`src/rtl/load_unit.sv`:
```
// Load-side data-memory port: issues one word-aligned read per MIPS load,
// waits for a variable-latency ack, then extracts and extends the addressed lane.
module load_unit #(
    parameter int unsigned TIMEOUT = 16
) (
    input  logic        clk,
    input  logic        rst,
    input  logic        ld_valid,
    output logic        ld_ready,
    input  logic [5:0]  ld_op,
    input  logic [31:0] ld_addr,
    input  logic [4:0]  ld_rt,
    output logic        mem_req,
    output logic [31:0] mem_addr,
    input  logic [31:0] mem_rdata,
    input  logic        mem_ack,
    output logic        wb_valid,
    output logic [31:0] wb_data,
    output logic [4:0]  wb_rt,
    output logic        wb_err_align,
    output logic        wb_err_bus,
    output logic [1:0]  dbg_state
);

    localparam logic [5:0] OP_LB  = 6'h20;
    localparam logic [5:0] OP_LH  = 6'h21;
    localparam logic [5:0] OP_LW  = 6'h23;
    localparam logic [5:0] OP_LBU = 6'h24;
    localparam logic [5:0] OP_LHU = 6'h25;

    localparam int unsigned     CW          = (TIMEOUT > 1) ? $clog2(TIMEOUT) : 1;
    localparam bit              HAS_TIMEOUT = (TIMEOUT != 0);
    localparam logic [CW-1:0]   CNT_LAST    = CW'((TIMEOUT == 0) ? 0 : TIMEOUT - 1);

    typedef enum logic [1:0] {
        S_IDLE = 2'd0,
        S_WAIT = 2'd1,
        S_DONE = 2'd2
    } state_t;

    state_t        state_q;
    state_t        state_d;
    logic [5:0]    op_q;
    logic [1:0]    lane_q;
    logic [4:0]    rt_q;
    logic [CW-1:0] cnt_q;

    logic          accept;
    logic          in_is_load;
    logic          in_misaligned;
    logic          timeout_hit;

    logic          res_load;
    logic [31:0]   res_data;
    logic [4:0]    res_rt;
    logic          res_align;
    logic          res_bus;

    // Handshake: a request transfers on a rising edge where ld_valid && ld_ready;
    // ld_ready is high only in IDLE, so one load is in flight at a time.
    assign accept    = ld_valid && ld_ready;
    assign ld_ready  = (state_q == S_IDLE);
    assign mem_req   = (state_q == S_WAIT);
    assign wb_valid  = (state_q == S_DONE);
    assign dbg_state = state_q;

    assign timeout_hit = HAS_TIMEOUT && (cnt_q == CNT_LAST);

    function automatic logic [31:0] extract(input logic [5:0]  op,
                                            input logic [1:0]  lane,
                                            input logic [31:0] word);
        logic [7:0]  b;
        logic [15:0] h;
        logic [31:0] r;
        case (lane)
            2'd0:    b = word[7:0];
            2'd1:    b = word[15:8];
            2'd2:    b = word[23:16];
            default: b = word[31:24];
        endcase
        h = lane[1] ? word[31:16] : word[15:0];
        case (op)
            OP_LB:   r = {{24{b[7]}}, b};
            OP_LBU:  r = {24'h0, b};
            OP_LH:   r = {{16{h[15]}}, h};
            OP_LHU:  r = {16'h0, h};
            default: r = word;
        endcase
        return r;
    endfunction

    // Classify the incoming request; non-load opcodes are accepted and dropped.
    always_comb begin
        in_is_load    = 1'b0;
        in_misaligned = 1'b0;
        case (ld_op)
            OP_LB, OP_LBU: in_is_load = 1'b1;
            OP_LH, OP_LHU: begin
                in_is_load    = 1'b1;
                in_misaligned = ld_addr[0];
            end
            OP_LW: begin
                in_is_load    = 1'b1;
                in_misaligned = |ld_addr[1:0];
            end
            default: ;
        endcase
    end

    always_comb begin
        state_d   = state_q;
        res_load  = 1'b0;
        res_data  = 32'h0;
        res_rt    = rt_q;
        res_align = 1'b0;
        res_bus   = 1'b0;
        case (state_q)
            S_IDLE: begin
                if (accept && in_is_load) begin
                    if (in_misaligned) begin
                        state_d   = S_DONE;
                        res_load  = 1'b1;
                        res_rt    = ld_rt;
                        res_align = 1'b1;
                    end else begin
                        state_d = S_WAIT;
                    end
                end
            end
            S_WAIT: begin
                if (mem_ack) begin
                    state_d  = S_DONE;
                    res_load = 1'b1;
                    res_data = extract(op_q, lane_q, mem_rdata);
                end else if (timeout_hit) begin
                    state_d  = S_DONE;
                    res_load = 1'b1;
                    res_bus  = 1'b1;
                end
            end
            S_DONE:  state_d = S_IDLE;
            default: state_d = S_IDLE;
        endcase
    end

    always_ff @(posedge clk) begin
        if (rst) begin
            state_q      <= S_IDLE;
            op_q         <= 6'h0;
            lane_q       <= 2'h0;
            rt_q         <= 5'h0;
            cnt_q        <= '0;
            mem_addr     <= 32'h0;
            wb_data      <= 32'h0;
            wb_rt        <= 5'h0;
            wb_err_align <= 1'b0;
            wb_err_bus   <= 1'b0;
        end else begin
            state_q <= state_d;
            if (accept) begin
                op_q   <= ld_op;
                lane_q <= ld_addr[1:0];
                rt_q   <= ld_rt;
                cnt_q  <= '0;
                // mem_addr only moves when a real read is about to start
                if (in_is_load && !in_misaligned) begin
                    mem_addr <= {ld_addr[31:2], 2'b00};
                end
            end else if (state_q == S_WAIT && !mem_ack) begin
                cnt_q <= cnt_q + CW'(1);
            end
            // Result registers change only when a result is produced, so they
            // hold their last value whenever wb_valid is low.
            if (res_load) begin
                wb_data      <= res_data;
                wb_rt        <= res_rt;
                wb_err_align <= res_align;
                wb_err_bus   <= res_bus;
            end
        end
    end

    a_addr_aligned: assert property (@(posedge clk) disable iff (rst)
        mem_req |-> (mem_addr[1:0] == 2'b00));

    a_addr_stable: assert property (@(posedge clk) disable iff (rst)
        (mem_req && !mem_ack) |=> (!mem_req || $stable(mem_addr)));

    a_wb_pulse: assert property (@(posedge clk) disable iff (rst)
        wb_valid |=> !wb_valid);

    a_ready_exclusive: assert property (@(posedge clk) disable iff (rst)
        !(ld_ready && (mem_req || wb_valid)));

endmodule

```
`config.mk`:
```
export PLATFORM = sky130hd
export DESIGN_NAME = load_unit
export DESIGN_NICKNAME = d
export VERILOG_FILES = /design/src/rtl/load_unit.sv
export SDC_FILE = /design/constraint.sdc
export NUM_CORES = 1
export LEC_CHECK = 0
export CORE_MARGIN = 4
export CORE_UTILIZATION = 40
export CTS_BUF_LIST = sky130_fd_sc_hd__clkbuf_4
export DETAILED_ROUTE_END_ITERATION = 10
export PLACE_DENSITY_LB_ADDON = 0.3
export SLEW_MARGIN = 40
export SYNTH_ARGS = -nofsm -noshare
export SYNTH_HDL_FRONTEND = slang
export SYNTH_SLANG_ARGS = --single-unit
```
`constraint.sdc`:
```
create_clock -name clk -period 1.87 [get_ports clk]
set_input_delay 0.4675 -clock clk [delete_from_list [all_inputs] [get_ports clk]]
set_output_delay 0.4675 -clock clk [all_outputs]
set_load 0.1 [all_outputs]
```
# Word level (Yosys, flattened, before mapping)
# Cells that the tools add are included.
[word_totals]
reg_bits = 88
latchBits = 0
ram_bits = 0
rom_bits = 0
input_bits = 79
output_inout_bits = 76
wordCells = 64
memories = 0
[op_classes]
addsub = 1
n_mul = 0
div = 0
order_cmp = 0
eq_ne = 16
n_shift = 0
muxes = 23
bitwise = 0
n_reduce_logical = 14
[ops]
columns = ["cell", "n"]
rows = [
  ["case mux 32 bit (4 select lines)", 1],
  ["two-way mux 32 bit", 2],
  ["== test 6 bit, second input constant", 9],
  ["case mux 8 bit (3 select lines)", 1],
  ["two-way mux 16 bit", 1],
  ["two-way mux 5 bit", 3],
  ["two-way mux 1 bit", 8],
  ["two-way mux 2 bit", 4],
  ["OR reduction 2 bit", 3],
  ["OR reduction 5 bit", 1],
  ["adder 4 x 1 -> 4 bit, second input constant", 1],
  ["== test 2 x 1 -> 1 bit, second input constant", 2],
  ["== test 2 bit, second input constant", 2],
  ["== test 4 bit, second input constant", 1],
  ["logical AND 1 bit", 4],
  ["logical NOT 2 bit", 2],
  ["case mux 1 bit (2 select lines)", 2],
  ["case mux 2 bit (2 select lines)", 1],
  ["AND reduction 2 bit", 2],
  ["inequality test 3 x 1 -> 1 bit, second input constant", 1],
  ["logical NOT 1 bit", 2],
  ["inequality test 2 x 1 -> 1 bit, second input constant", 1],
]

# Depth between registers and ports, before layout
# Gate-level depths: netlist of the first run.
[depth]
depth_word = 6
mapped_depth = 7
ltp_nobuf = 5

# Worst setup path before layout of the first run
# No wires, ideal clock.
[synth_path]
path_kind = "reg-to-reg"
from = "reg state_q[0], in the netlist dbg_state[0]"
to = "reg wb_data[10]"
setup_ps = 118
t_arrival_ps = 3683
t_required_ps = 1752
path_slack_ps = -1931
path_stages_with_launch = 7
path_buffers = 2
period_less_slack_ps = 3801
path_cell_list = "dfxtp_1 -> nor2b_1 -> o21ai_2 -> and3_1 -> clkbuf_1 -> buf_2 -> a22o_1"
[synth_between]
elab_cells_between_ends = 7
cone_classes = "eq/ne: 1; mux: 3; reduce/logical: 3"
[synth_rtl]
columns = ["item", "line", "text"]
rows = [
  ["from (decl)", "41", "state_t state_q;"],
  ["from (signal assigned)", "159", "state_q <= state_d;"],
  ["== test 2 x 1 -> 1 bit *", "--", ""],
  ["via mem_req", "13", "output logic mem_req,"],
  ["case mux 1 bit (2 select lines) / two-way mux 32 bit (equally long branches)", "117", "case (state_q)"],
  ["to (signal assigned)", "175", "wb_data <= res_data;"],
  ["to (decl)", "18", "output logic [31:0] wb_data,"],
]
# The timed path passes the listed nets; every way through them passes the cells marked *.
# A chain may end at the register's enable or synchronous reset.

# Final worst setup path of the first run
[layout_path]
from = "reg lane_q[1]"
to = "reg wb_data[20]"
[layout_between]
elab_chain_cells = 5
elab_cells_between_ends = 8
cone_classes = "eq/ne: 2; mux: 5; reduce/logical: 1"
[layout_rtl]
columns = ["item", "line", "text"]
rows = [
  ["from (decl)", "44", "logic [1:0] lane_q;"],
  ["from (signal assigned)", "162", "lane_q <= ld_addr[1:0];"],
  ["== test 2 bit (tied with other cells)", "75", "case (lane)"],
  ["case mux 8 bit (3 select lines)", "75", ""],
  ["case mux 32 bit (4 select lines) *", "82", "case (op)"],
  ["two-way mux 32 bit *", "131", "if (mem_ack) begin"],
  ["two-way mux 32 bit *", "117", ""],
]
# Mark *: on every way between the ends. The rest lies on a longest branch, timed or not.

==> results of run 1 <==
[placed cells by master, fill, tap and decap left out, types with 4 or more instances in the layout]
| cell | n |
|---|---|
| a21oi_1 | 56 |
| nor3_1 | 7 |
| mux2i_1 | 7 |
| mux4_2 | 8 |
| a22o_1 | 12 |
| o21ai_0 | 32 |
| o2bb2ai_1 | 16 |
| a211oi_1 | 5 |
| a21o_1 | 4 |
| nor2_1 | 8 |
| o22ai_1 | 9 |
| nand2b_1 | 11 |
| buf_4 | 35 |
| clkdlybuf4s50_1 | 77 |
| clkbuf_4 | 9 |
| buf_12 | 80 |
| nand2_1 | 95 |
| nand4_1 | 5 |
| dfxtp_1 | 85 |
| nor3_2 | 4 |
[sequential cells by signal (all words and copies together) (netlist names)]
register	flops
cnt_q	4
wb_data	32
rt_q	5
wb_err_align	1
dbg_state	2
wb_err_bus	1
op_q	6
wb_rt	5
mem_addr	30
lane_q	2
[synthesized netlist by cell type, types with 2 or more instances]
master / instances
nand2_1: 95
dfxtp_1: 88
a21oi_1: 56
o21ai_0: 32
clkbuf_1: 24
o2bb2ai_1: 16
a22o_1: 12
buf_2: 11
nand2b_1: 11
nor3_1: 11
o22ai_1: 10
nor2_1: 9
mux4_2: 8
mux2i_1: 7
a211oi_1: 5
nand4_1: 5
nor2b_1: 5
a21o_1: 4
buf_1: 3
mux2_2: 3
nor3b_1: 3
and3_1: 2
buf_4: 2
inv_1: 2
nand3_1: 2
o31a_1: 2
xor2_1: 2
[stage by stage]
stage	setup TNS, ns	total power (W)	area [sq um]	setup WS (ns)	hold slack [ns]
2_1_floorplan	-11.52	0.00231	3890	-0.304	0.436
3_3_place_gp	-15.86	0.00265	6550	-0.292	0.441
3_5_place_dp	-19.63	0.00267	6550	-0.364	0.453
4_1_cts	0	0.00375	6700	0.00465	0.251
5_1_grt	0	0.00388	6730	0.00354	0.247
6_report	0	0.00373	6730	0.0977	0.277
[logic make-up (layout without fill, tap and decap cells)]
kind of cell    Yosys count  after routing  share of synthesized area [%]
compound gates          144            144                           23.3
xor+xnor                  3              3                          0.683
fa+ha+maj                 1              1                          0.325
flops                    88             88                           45.8
buf+inv                  42            212                           4.65
mux                      18             18                           7.38
simple gates            149            149                           17.8
other cells               1              2                         0.0975
[worst max-delay path by stage]
stage | slack (ns) | endpoint | start
final | 0.1 | wb_data[20]$_SDFFE_PP0P_ | lane_q[1]$_SDFFE_PP0P_
after global routing | 0.004 | mem_addr[25]$_SDFFE_PP0P_ | ld_op[5]
after CTS | 0.005 | wb_valid | dbg_state[1]$_SDFFE_PP0P_
after detailed placement | -0.36 | wb_data[8]$_SDFFE_PP0P_ | ld_op[5]
after global placement | -0.29 | wb_data[8]$_SDFFE_PP0P_ | ld_op[5]
after floorplan | -0.30 | wb_data[10]$_SDFFE_PP0P_ | dbg_state[0]$_SDFFE_PP0P_
[layout make-up]
class | count | area [sq um] | share of cell area [%]
clock buffers | 9 | 67.6 | 1.00
flip-flops and latches | 88 | 1770 | 26.3
multi-input cells | 317 | 2000 | 29.7
well taps | 129 | 161 | 2.40
repair buffers | 194 | 2650 | 39.4
inverters | 2 | 7.51 | 0.112
clock inverters | 7 | 68.8 | 1.02
[worst reg2reg max path: cells and delay by family, from the launching register on]
family,cells,cell delay (ns)
DFF,1,0.40
muxes,1,0.40
buffers and inverters,2,0.36
AOI/OAI and AO/OA,2,0.33
and+or+nand+nor,1,0.19
[metal layers]
metal  global-route usage [%]  vias to the layer above
li1                         -                     1917
met1                     24.7                     1864
met2                     36.3                      180
met3                     8.08                       32
met4                     9.62                        0
met5                        0                        -
[power by group through the flow]
stage,clock [W],sequential [W],combinational (W)
2_1_floorplan,0,0.00206,0.000250
3_3_place_gp,0,0.00197,0.000683
3_5_place_dp,0,0.00197,0.000698
4_1_cts,0.00111,0.00193,0.000704
5_1_grt,0.00119,0.00194,0.000755
6_report,0.00109,0.00193,0.000715
==> results.yml, run 1 <==
outcome:
  status: "complete, no violations"
worst_setup_path:
  ff2ff_path_depth: 6
  start_kind: "flip-flop"
  cp-end-kind: "flip-flop"
  critPathMaxFanout: 34
  crit_arrival_ns: 2.10
  crit_slowest_cell: "dfxtp_2"
  regToRegStartpoint: "lane_q[1]$_SDFFE_PP0P_"
  cp_num_cells: 6
  r2r_slack_ns: 0.1
  path_cells: "buf_12 > mux2_2 > nor3_2 > o31a_1 > buf_12 > o2bb2ai_1"
  worstReg2RegEnd: "wb_data[20]$_SDFFE_PP0P_"
  slowest_delay_ns: 0.40
  path_class: "reg -> reg"
  cpMostUsedCell: "buf_12"
  critPathBufInv: 2
  cp_top_family: "flip-flops"
  crit_required_ns: 2.19
clock_network:
  cts_buffers: 9
  clkTransAtPathRegs_ns: 0.14
  clk_latency_ns: 0.43
  cts.sinks: 88
  htreeDepth: 3
  cts_setup_buffers: 0
  clock_path_buffers: 2
  ctsHoldBuffers: 0
  cts_tree: "done"
  cts_root_buf: "clkbuf_4"
  cts_resized: 2
floorplan:
  io_pins: 155
  core_area_sq_mm: 0.00928
  die_area_sq_mm: 0.0113
  die_x_microns: 106
  rows: 35
  die_height_microns: 106
  initial_core_util_pct: 41.4
sta:
  hold_violations: 0
  skew_ns: 0.0110
  post-route-period-util_pct: 94.8
  drv_slew: 0
  rsz0062_at_grt: "no"
  min_period_ns: 1.77
  setup_viol: 0
  max_freq_ghz: 0.564
routing:
  routed_via_density: 5.35
  wire_per_inst_microns: 16.5
  drc_errors: 0
  antenna_left: 0
  wl_met3_microns: 1210
  top_layer: "met4"
  drt_iter0_drc: 234
  dr.pass1.iters: 5
  finalWirelength_microns: 12300
  wl_met1_microns: 4590
  via_count: 3993
  met2_length_microns: 6090
synth:
  synth.distinct_cells: 43
  synth-edff-count: 0
  ys_ff_latch: 88
  avgSynthCellArea_sq_um: 8.63
  yosysTopAreaCell: "dfxtp_1"
  synthCells: 446
  yosysWarnings: 0
  syn_area_sq_mm: 0.00385
  yosys_most_used_dff: "dfxtp_1"
  yosys-top-cells-area: "dfxtp_1 46%, nand2_1 9.3%, a21oi_1 7.3%"
  yosysTopAreaCellShare_pct: 45.8
  seq_area_frac_synth_pct: 45.8
  async_flop_share_pct: 0
pwr:
  p_sw_w: 0.00107
  leakagePower_nw: 2.51
  intPower_w: 0.00267
  peakVddDrop_uv: 333
  seq_power_share_pct: 51.7
  power_density_mw_per_mm2: 555
  comb_power_share_pct: 19.1
  clkPwrFrac_pct: 29.1
  switching_share_pct: 28.6
final_layout:
  n_antenna_cell: 0
  n_fill_cell: 659
  layout-drive-gt1-share_pct: 26.4
  instances_no_fill: 746
  fin_util_pct: 72.4
  area_growth_pct: 74.8
  nNetsFinal: 692
global_routing:
  grt_max_degree: 50
  first_global_vias: 3977
  grt_use_total_pct: 21.7
  antenna_found_initial: 0
  gr-total-overflow: 0
  grt_pass1_wl_microns: 19500
min_path:
  hp-start: "rst"
  hold_path_depth: 2
  worstHoldPathType: "in -> reg"
  min_to: "dbg_state[1]$_SDFFE_PP0P_"
placed_design:
  dp_cells: 730
  portBuffers: 152
  dp_hpwl_microns: 9300
  gp_congestion: 0.851
job:
  maxCapViolCount: 0
(Power assumes the default switching activity.)
==> inputs of run 2 (changes only) <==
--- a/config.mk
+++ b/config.mk
@@ -10,7 +10,6 @@
 export CTS_BUF_LIST = sky130_fd_sc_hd__clkbuf_4
 export DETAILED_ROUTE_END_ITERATION = 10
 export PLACE_DENSITY_LB_ADDON = 0.3
-export SLEW_MARGIN = 40
 export SYNTH_ARGS = -nofsm -noshare
 export SYNTH_HDL_FRONTEND = slang
 export SYNTH_SLANG_ARGS = --single-unit
==> results of run 2 <==
No change in the layout: final DEF, timing and power equal those of run 1.
==> inputs of run 3 (changes only) <==
--- a/config.mk
+++ b/config.mk
@@ -8,6 +8,7 @@
 export CORE_MARGIN = 4
 export CORE_UTILIZATION = 40
 export CTS_BUF_LIST = sky130_fd_sc_hd__clkbuf_4
+export CTS_CLUSTER_SIZE = 24
 export DETAILED_ROUTE_END_ITERATION = 10
 export PLACE_DENSITY_LB_ADDON = 0.3
 export SYNTH_ARGS = -nofsm -noshare
==> results of run 3 <==
No change in the layout: final DEF, timing and power equal those of run 1.
